[config.mk]
export PLATFORM = sky130hd
export DESIGN_NAME = combinational_array_multiplier
export DESIGN_NICKNAME = d
export VERILOG_FILES = /design/src/rtl/combinational_array_multiplier.sv
export SDC_FILE = /design/constraint.sdc
export NUM_CORES = 1
export LEC_CHECK = 0
export CORE_AREA = 2 2 39 41
export CTS_BUF_LIST = sky130_fd_sc_hd__clkbuf_8
export DETAILED_ROUTE_END_ITERATION = 8
export DIE_AREA = 0 0 41 43
export PLACE_DENSITY_LB_ADDON = 0.15
export SYNTH_ARGS = -nofsm -noshare
export SYNTH_HDL_FRONTEND = slang
export SYNTH_SLANG_ARGS = --single-unit
[constraint.sdc]
create_clock -name clk -period 3.95 [get_ports clk]
set_clock_uncertainty 0.05 [all_clocks]
set_input_delay 1.185 -clock clk [delete_from_list [all_inputs] [get_ports clk]]
set_output_delay 1.185 -clock clk [all_outputs]
set_load 0.02 [all_outputs]
[src/rtl/combinational_array_multiplier.sv]
// -----------------------------------------------------------------------------
// combinational_array_multiplier
//
// Purpose:
//   Single-bit cell of an unsigned carry-save array multiplier. The cell ANDs
//   multiplicand bit a_i with multiplier bit x_i and full-adds that partial
//   product with the partial sum from above and the neighbouring carry. The
//   sum/carry path is purely combinational. A registered copy of the sum and
//   carry is provided for pipelined tilings.
//
// Ports:
//   clk         in   1  clock, used only by the registered copy
//   rst_n       in   1  asynchronous active-low reset of the registered copy
//   a_i         in   1  multiplicand bit
//   x_i         in   1  multiplier bit
//   Sum_in      in   1  partial sum from the cell above
//   Carry_in    in   1  carry from the neighbouring cell
//   en_i        in   1  capture enable for the registered copy
//   Sum_out     out  1  combinational sum
//   Carry_out   out  1  combinational carry
//   pp_o        out  1  combinational partial product a_i & x_i
//   Sum_q       out  1  registered Sum_out (1-cycle latency)
//   Carry_q     out  1  registered Carry_out (1-cycle latency)
//   carry_cnt_o out  8  saturating count of enabled cycles with Carry_out=1
//                       (present only with the macro below)
//
// Configuration:
//   COMBINATIONAL_ARRAY_MULTIPLIER_CARRY_CNT_EN adds carry_cnt_o and its
//   saturating counter. Without it the port and counter are absent.
// -----------------------------------------------------------------------------
module combinational_array_multiplier (
    input  logic       clk,
    input  logic       rst_n,
    input  logic       a_i,
    input  logic       x_i,
    input  logic       Sum_in,
    input  logic       Carry_in,
    input  logic       en_i,
    output logic       Sum_out,
    output logic       Carry_out,
    output logic       pp_o,
    output logic       Sum_q,
    output logic       Carry_q
`ifdef COMBINATIONAL_ARRAY_MULTIPLIER_CARRY_CNT_EN
    ,
    output logic [7:0] carry_cnt_o
`endif
);

    logic pp_p0;

    // Stage p0: partial product and full add, no state
    always_comb begin
        pp_p0     = a_i & x_i;
        Sum_out   = pp_p0 ^ Sum_in ^ Carry_in;
        Carry_out = (pp_p0 & Sum_in) | (pp_p0 & Carry_in) | (Sum_in & Carry_in);
    end

    assign pp_o = pp_p0;

    // Stage p1: registered copy for pipelined tilings
    logic sum_p1;
    logic carry_p1;

    always_ff @(posedge clk or negedge rst_n) begin
        if (!rst_n) begin
            sum_p1   <= 1'b0;
            carry_p1 <= 1'b0;
        end else if (en_i) begin
            sum_p1   <= Sum_out;
            carry_p1 <= Carry_out;
        end
    end

    assign Sum_q   = sum_p1;
    assign Carry_q = carry_p1;

`ifdef COMBINATIONAL_ARRAY_MULTIPLIER_CARRY_CNT_EN
    // Counter sticks at all-ones instead of wrapping
    function automatic logic [7:0] sat_inc(input logic [7:0] v);
        return (v == 8'hFF) ? v : v + 8'd1;
    endfunction

    logic [7:0] carry_cnt_p1;

    always_ff @(posedge clk or negedge rst_n) begin
        if (!rst_n) begin
            carry_cnt_p1 <= 8'd0;
        end else if (en_i && Carry_out) begin
            carry_cnt_p1 <= sat_inc(carry_cnt_p1);
        end
    end

    assign carry_cnt_o = carry_cnt_p1;
`endif

endmodule

==> out/metrics.cfg <==
[cts]
clk_pin_slew_worst_paths_ns=0.03
cts_root_buffer=clkbuf_8
clock_path_buffers=2
post_cts_buffers=0
clk-insertion-delay-late_ns=0.21
cts_tree=done
hold_buffers=0
cts_made_buffers=3
cts.sinks=2
htreeDepth=1

[drt]
avgRoutedWirePerCell_um=8.81
first_pass_iters=1
drt_iter0_markers=0
routed-via-count=109
drc=0
avgViaCountPerCell=2.95
routed_wl_um=326
ant_nets=0

[logic_synthesis]
ys_top_cells_by_area=dfrtp_1 51%, mux2_2 23%, fa_1 20%
yosysSeqAreaShare_pct=50.6
syn_avg_cell_area_um2=16.5
synth.top_cell.area_share_pct=50.6
yosysTopAreaCell=dfrtp_1
yosys_warnings=0
synth_ff_type=dfrtp_1
synth_seq_cells=2
synth_edf_count=0
synthArstFlopShare_pct=100
synth_area_um2=98.8
syn_nets=14
synthTopCellsByCount=2 x dfrtp_1, 2 x mux2_2, 1 x and2_1, 1 x fa_1
syn_inst=6
synth_cell_types=4

[layout]
nNetsFinal=31
diodes=0
fillers=151
fin_util_pct=20.2
areaGrowthSynthToFinish_pct=182
drive_above_1_share_pct=28.6
regArea_um2=50.0
multi_input_area_um2=48.8

[critical_path]
slowest_stage=fa_1
cp-start-kind=primary input
critical_path_required_ns=2.71
cp_max_fo=2
crit_path_end_kind=output port
cp.arrival_ns=2.59
rrSetupSlack_ns=3.15
critPathMaxStageDelay_ns=0.51
r2r-end=Carry_q$_DFFE_PN0P_
crit_type=primary input to output port
cp_cell_sequence=clkdlybuf4s50_1 > and2_1 > fa_1 > dlygate4sd2_1
rr_worst_depth=1
critical_path.top_delay_family=buffers and inverters
cp.buffers_inverters=2
r2r_start=Carry_q$_DFFE_PN0P_

[global_routing]
grt_pass1_vias=116
grt_use_total_pct=4.51
grt_pass1_wl_um=448
grt_start_max_net_pins=3
antenna_found_initial=0
grt_overflow=0

[hold_path]
hold_depth=1
holdCritStartpoint=Sum_q$_DFFE_PN0P_
whs_endpoint=Sum_q$_DFFE_PN0P_
hp-class=flip-flop to flip-flop

[timing]
fmax_ghz=0.261
setup_viol=0
fin_crit_ns=3.82
fin_crit_sh_pct=96.8
worstMarginPinSlew_ns=0.223
drv_slew=0
hold_viol=0
max_slew_margin_pct=85.1
rsz0062_at_grt=no

[floorplan]
die_y_um=43
start_util_pct=7.14
die_w_um=41
ios=12
core_area_um2=1380
rows=14
die_area_um2=1760

[power_and_ir_drop]
power.total_mw=0.140
power_density_nw_per_um2=503
irDropWorstVdd_mv=0.144
p_leak_nw=0.125

[status]
status=finished, final reports clean

[place]
place.port_buffers=11
place_congestion=0.558

[flow_run]
cap_violations=0

## cells by family after synthesis
family	count (synthesis)	synth area share [%]
flops	2	50.6
mux	2	22.8
simple gates	1	6.33
fa+ha+maj	1	20.3
## report_power, final
group / switching (mW) / leakage [nW] / internal, mW
Clock: 0.0157 / 0.0216 / 0.0644
Combinational: 0.0146 / 0.0792 / 0.0200
Sequential: 0.00148 / 0.0240 / 0.0240
Total: 0.0318 / 0.125 / 0.108
## how the worst max path moves through the flow
stage	slack, ns	start	depth (start not counted)	end
2_1_floorplan	0.68	a_i	2	Sum_out
3_3_place_gp	-0.13	a_i	4	Sum_out
3_5_place_dp	-0.16	a_i	4	Sum_out
4_1_cts	0.01	a_i	4	Carry_out
5_1_grt	0.05	a_i	4	Sum_out
6_report	0.13	a_i	4	Sum_out
## placed cells by master (no fill, tap or decap), drive strengths merged
cell / instances
and2: 1
dlymetal6s2s: 1
buf: 1
clkbuf: 3
fa: 1
dfrtp: 2
clkdlybuf4s50: 9
dlygate4sd2: 1
mux2: 2
## layer usage
metal / track usage [%] / routed length, um / vias to the layer above
met5: 0 / 0 / -
met2: 5.00 / 162 / 8
met1: 4.49 / 139 / 50
met4: 8.00 / 0 / 0
met3: 1.57 / 25 / 0
li1: - / - / 51
## state kept, by name, indices dropped and copies added (netlist names)
signal,count
Carry_q,1
Sum_q,1
## stage by stage
| step | std cells | setup WS (ns) | hold slack [ns] | area, um2 | setup TNS (ns) |
|---|---|---|---|---|---|
| after floorplan | 6 | 0.677 | 0.586 | 98.8 | 0 |
| after detailed placement | 34 | -0.157 | 0.449 | 236 | -0.157 |
| after global placement | 34 | -0.132 | 0.444 | 236 | -0.132 |
| after global routing | 37 | 0.0505 | 0.492 | 279 | 0 |
| final | 37 | 0.126 | 0.454 | 279 | 0 |
| after CTS | 37 | 0.0142 | 0.456 | 277 | 0 |
## what timing repair did
action                                 4_1_cts  5_1_grt
setup endpoints to repair                    1        1
endpoints found under the hold margin        0        0
resized for setup                            1        1
## layout make-up
class	count	share of cell area, %
flip-flops and latches	2	17.9
clock buffers	3	14.8
well taps	16	7.17
repair buffers	12	42.6
multi-input cells	4	17.5
Note: power is estimated with default switching activity, not from simulation.
==> patch 1 (same flow settings) <==
Build with the macro `COMBINATIONAL_ARRAY_MULTIPLIER_CARRY_CNT_EN` defined.
--- a/src/rtl/combinational_array_multiplier.sv
+++ b/src/rtl/combinational_array_multiplier.sv
@@ -29,4 +29,6 @@
 //   saturating counter. Without it the port and counter are absent.
 // -----------------------------------------------------------------------------
+`define COMBINATIONAL_ARRAY_MULTIPLIER_CARRY_CNT_EN
+
 module combinational_array_multiplier (
     input  logic       clk,
Behaviour (old outputs only; new: carry_cnt_o): unchanged (Yosys induction, for registers that start in step).
==> patch 1 against the unedited design <==
- total power grew to 3.0 times the old value
- cell area grew to 2.8 times the old value
- routed wire length grew to 3.0 times the old value
- via count grew to 3.7 times the old value
- sequential cell count is 8 higher
- register-to-register slack worse by 0.74 ns
- count of clock-buffer cells in the layout stayed put
- cell count is 130% higher
- synthesized area grew to 5.2 times the old value
- worst setup slack worse by 0.030 ns
- critical path type unchanged
- largest cell class is now flip-flops and latches
==> patch 1: results (changes against the unedited design) <==
[cells_and_area]
fin_nets = 79  ; +150%
diodes = 0  ; unchanged
largest_reg_flops = 8
num-fill-cells = 127  ; -16%
drive_gt1_share_pct = 11.8  ; -17 points

[yosys]
yosys.cell_types.count = 19  ; +15
seq_area_frac_synth_pct = 48.7  ; -2.0 points
synthFlopType = dfrtp_1
async_reset_ff_share_pct = 100  ; unchanged
synth.area.top_cells = dfrtp_1 (49%), xnor2_1 (6.8%), mux2_2 (4.4%)
ys_top_cells_by_count = dfrtp_1 (10), inv_1 (5), a21oi_1 (4), xnor2_1 (4), nand4_1 (3)
synth_nets = 54  ; +40

[clocking]
clkLatencyLatePin_ns = 0.22
cts-root-buf = clkbuf_8
cts_buffers = 3  ; unchanged
h-tree-depth = 1  ; unchanged

[worst_hold_path]
hold_class = reg2reg
holdCritStartpoint = Sum_q$_DFFE_PN0P_
hold_end = Sum_q$_DFFE_PN0P_

[global_route]
grt_use_total_pct = 13.6  ; +9.1 points
grt_pass1_vias = 391  ; +240%
grt_max_degree = 11  ; +8
grt_pass1_wl_um = 1600  ; +260%

[setup_path]
slowest_delay_ns = 0.47  ; -0.04 ns
slowest_stage = fa_1
reg2reg_from = carry_cnt_o[1]$_DFFE_PN0P_
reg2reg_slack_ns = 2.41  ; -0.74 ns
critical_path_arrival_ns = 2.62  ; +0.03 ns
r2r_cells = 4  ; +3
crit_fanout = 2  ; unchanged
regToRegEndpoint = carry_cnt_o[6]$_DFFE_PN0P_
crit_family = buffers and inverters

[routing]
drt-initial-drc-count = 5  ; +5
vias = 399  ; +270%
drt_wl_total_um = 982  ; +200%
dr.pass1.iters = 4  ; +3

[placed_design]
dp_hpwl_um = 797
place_congestion = 0.724  ; +30%
post-place-ws_ns = -0.223  ; -0.0661 ns
port_buffers = 19  ; +8

[power_and_ir_drop]
intPower_uw = 282  ; +160%
p_leak_uw = 0.000341  ; +170%
ir_worst_vdd_mv = 0.352  ; +150%

[outcome]
outcome = finished clean

[sta]
worstMarginPinSlew_ns = 0.434  ; +0.210 ns

-- patch 1: changes by cell type after synthesis, moves of 2 or more --
| cell | delta |
|---|---|
| a21oi_1 | +4 |
| and3_1 | +2 |
| and4b_1 | +2 |
| dfrtp_1 | +8 |
| inv_1 | +5 |
| nand2_1 | +2 |
| nand4_1 | +3 |
| o211ai_1 | +2 |
| xnor2_1 | +4 |
-- patch 1: how the worst max path moves through the flow --
stage	startpoint	end	slack, ns	cells past startpoint
5_1_grt	a_i	Carry_out	0.02	6
3_3_place_gp	a_i	Sum_out	-0.18	6
6_report	a_i	Sum_out	0.1	6
4_1_cts	a_i	Sum_out	0.04	6
3_5_place_dp	a_i	Sum_out	-0.22	6
2_1_floorplan	a_i	Sum_out	0.63	4
-- patch 1: power by group through the flow --
stage | clock network [uW] | registers (uW) | logic [uW]
final | 96.9 | 171 | 159
after global placement | 0 | 171 | 162
after detailed placement | 0 | 171 | 162
after global routing | 105 | 176 | 175
after CTS | 100 | 170 | 161
after floorplan | 0 | 200 | 47.2
-- patch 1: cells by family (layout without fill, tap and decap cells) --
logic type	count (synthesis)	in the layout	synth area share [%]
AND/OR/NAND/NOR	13	13	16.5
flip-flops	10	10	48.7
AO/OA/AOI/OAI	7	7	8.52
buffers and inverters	5	28	3.65
XOR/XNOR	4	4	6.81
multiplexers	4	4	9.49
adder cells (fa/ha/maj)	2	2	6.33
-- patch 1: repair_timing --
item                       4_1_cts  5_1_grt
cloned                           0        0
setup buffers                    0        0
pin swaps                        0        0
gates resized for setup          2        1
setup endpoints to repair        2        1
-- patch 1: worst register-to-register path, delay by kind of cell (launching register included) --
family | cells | cell delay (ns)
fa+ha+maj | 1 | 0.21
simple gates | 2 | 0.42
flops | 1 | 0.42
mux | 1 | 0.32
-- patch 1: final cells by class --
type	instances	area, um2	share of cell area, %
Sequential cell	10	250	32.4
Tap cell	16	20.0	2.59
Multi-Input combinational cell	30	245	31.8
Clock buffer	3	41.3	5.35
Inverter	5	18.8	2.43
Timing Repair Buffer	20	196	25.4
-- patch 1: stage by stage --
step	util, %	cell area (um2)	std cells	hold slack (ns)
final	55.8	772	84	0.453
after detailed placement	52.9	732	81	0.450
after floorplan	-	514	45	0.566
after CTS	55.7	771	84	0.457
after global placement	52.9	732	81	0.445
after global routing	55.8	772	84	0.486
-- patch 1: layer usage --
metal | global-route usage (%) | wire, um | up-vias
li1 | - | - | 207
met1 | 17.5 | 438 | 180
met2 | 20.0 | 479 | 12
met3 | 7.85 | 64 | 0
met4 | 2.00 | 0 | 0
met5 | 0 | 0 | -
==> patch 2 (config.mk and constraints unchanged) <==
Made on the original files. Add an input register stage for `a_i`, `x_i`, `Sum_in` and `Carry_in`, cleared by the reset; this delays them by one clock. The other inputs are not delayed to match. Comments in the files are not updated.
--- a/src/rtl/combinational_array_multiplier.sv
+++ b/src/rtl/combinational_array_multiplier.sv
@@ -48,11 +48,30 @@
 );
 
+    logic a_q;
+    logic x_q;
+    logic Sum_r;
+    logic Carry_r;
+
+    always_ff @(posedge clk or negedge rst_n) begin
+        if (!rst_n) begin
+            a_q     <= '0;
+            x_q     <= '0;
+            Sum_r   <= '0;
+            Carry_r <= '0;
+        end else begin
+            a_q     <= a_i;
+            x_q     <= x_i;
+            Sum_r   <= Sum_in;
+            Carry_r <= Carry_in;
+        end
+    end
+
     logic pp_p0;
 
     // Stage p0: partial product and full add, no state
     always_comb begin
-        pp_p0     = a_i & x_i;
-        Sum_out   = pp_p0 ^ Sum_in ^ Carry_in;
-        Carry_out = (pp_p0 & Sum_in) | (pp_p0 & Carry_in) | (Sum_in & Carry_in);
+        pp_p0     = a_q & x_q;
+        Sum_out   = pp_p0 ^ Sum_r ^ Carry_r;
+        Carry_out = (pp_p0 & Sum_r) | (pp_p0 & Carry_r) | (Sum_r & Carry_r);
     end
 
Check against the original RTL: not equivalent (Yosys sat finds a counterexample within 4 cycles, from zero or initial values and one cycle with rst_n low).
==> patch 2 against the unedited design <==
- worst setup slack better by 0.70 ns
- cell area up 33%
- critical path depth down 1
- non-clock buffer count down 1
- routed wire length up 14%
- synthesized area up 100%
- synthesized cell count up 67%
- via count up 21%
- total power up 37%
- first-iteration DRC count up 1
- sequential cell count up 4
- critical endpoint unchanged
- largest cell class is now flip-flops and latches
==> patch 2: results (changes against the unedited design) <==
[outcome]
outcome = finished clean

[power_and_ir_drop]
ir_worst_vdd_mv = 0.167  ; +17%
powerDensity_nw_per_um2 = 521  ; +3.6%
pwr-share-clk_pct = 46.4  ; -11 points
p_leak_uw = 0.000154  ; +23%
p_seq_uw = 69.3  ; +170%
power_switching_uw = 40.9  ; +28%

[cells_and_area]
drive_gt1_share_pct = 20.8  ; -7.7 points
nNonClkInverters = 0  ; unchanged
seqCellArea_um2 = 150  ; +200%
final_cells = 40  ; +8.1%
fin_nets = 34  ; +9.7%
nNonClkBuffers = 11  ; -1
area_growth_pct = 86.2
diodes = 0  ; unchanged
multi_input_gates = 4  ; unchanged
nonClkBufAreaFrac_pct = 29.7  ; -13 points
num-fill-cells = 148  ; -2.0%
multi_input_area_share_pct = 13.2  ; -4.3 points
clock_area_share_pct = 11.1  ; -3.6 points

[placed_design]
placed_cells = 37  ; +8.8%
post-place-ws_ns = 1.05  ; +1.21 ns
place_congestion = 0.619  ; +11%
placed_cell_area_um2 = 329  ; +39%

[routing]
wl_per_cell_um = 9.30  ; +5.6%
via_per_inst = 3.30  ; +12%
dr.pass1.iters = 2  ; +1
wl_met2_um = 193  ; +19%
met3_length_um = 52  ; +110%
met1_length_um = 117  ; -16%
routed.top_layer = met4
drt-initial-drc-count = 1  ; +1

[yosys]
synth_seq_cells = 6  ; +4
avgSynthCellArea_um2 = 19.9  ; +21%
synth_nets = 18  ; +4
seq_area_frac_synth_pct = 75.5  ; +25 points
synth_fa_ha_area_share_pct = 10.1  ; -10 points
ys_top_cells_by_count = dfrtp_1 (6), mux2_2 (2), and2_1 (1), fa_1 (1)
synthMuxAreaShare_pct = 11.3  ; -11 points
synth.area.top_cells = dfrtp_1 (75%), mux2_2 (11%), fa_1 (10%)

[clocking]
ctsResizeCount = 0  ; -1

[global_route]
grt_util_met2_pct = 7.50  ; +2.5 points
grt_pass1_wl_um = 621  ; +39%
grt_pass1_vias = 130  ; +12%
grt_use_total_pct = 6.59  ; +2.1 points
grtUsageMet1_pct = 5.65  ; +1.2 points
grt_max_degree = 7  ; +4

[setup_path]
slowest_stage = clkdlybuf4s50_1
slowest_delay_ns = 0.60  ; +0.09 ns
critical_path_arrival_ns = 1.89  ; -0.70 ns

[sta]
worstMarginPinSlew_ns = 0.280  ; +0.0572 ns

[patch 2: changes by cell type in the layout (fill, tap and decap cells not counted), sizes merged]
cell,before,now
buf,1,0
dfrtp,2,6
clkdlybuf4s50,9,11
dlygate4sd2,1,0
dlymetal6s2s,1,0
[patch 2: final timing paths]
kind	start	end	slack, ns	depth (start not counted)
max	a_q$_DFF_PN0_	Sum_out	0.83	3
min	Carry_q$_DFFE_PN0P_	Carry_q$_DFFE_PN0P_	0.45	1
max reg2reg	a_q$_DFF_PN0_	Sum_q$_DFFE_PN0P_	2.51	3
min reg2reg	Carry_q$_DFFE_PN0P_	Carry_q$_DFFE_PN0P_	0.45	1
max in group asynchronous	rst_n	x_q$_DFF_PN0_	2.47	1
min in group asynchronous	rst_n	Sum_q$_DFFE_PN0P_	1.16	1
[patch 2: logic make-up (layout without fill, tap and decap cells)]
group	after synthesis	count (layout)
mux	2	2
fa+ha+maj	1	1
buf+inv	0	14
simple gates	1	1
flops	6	6
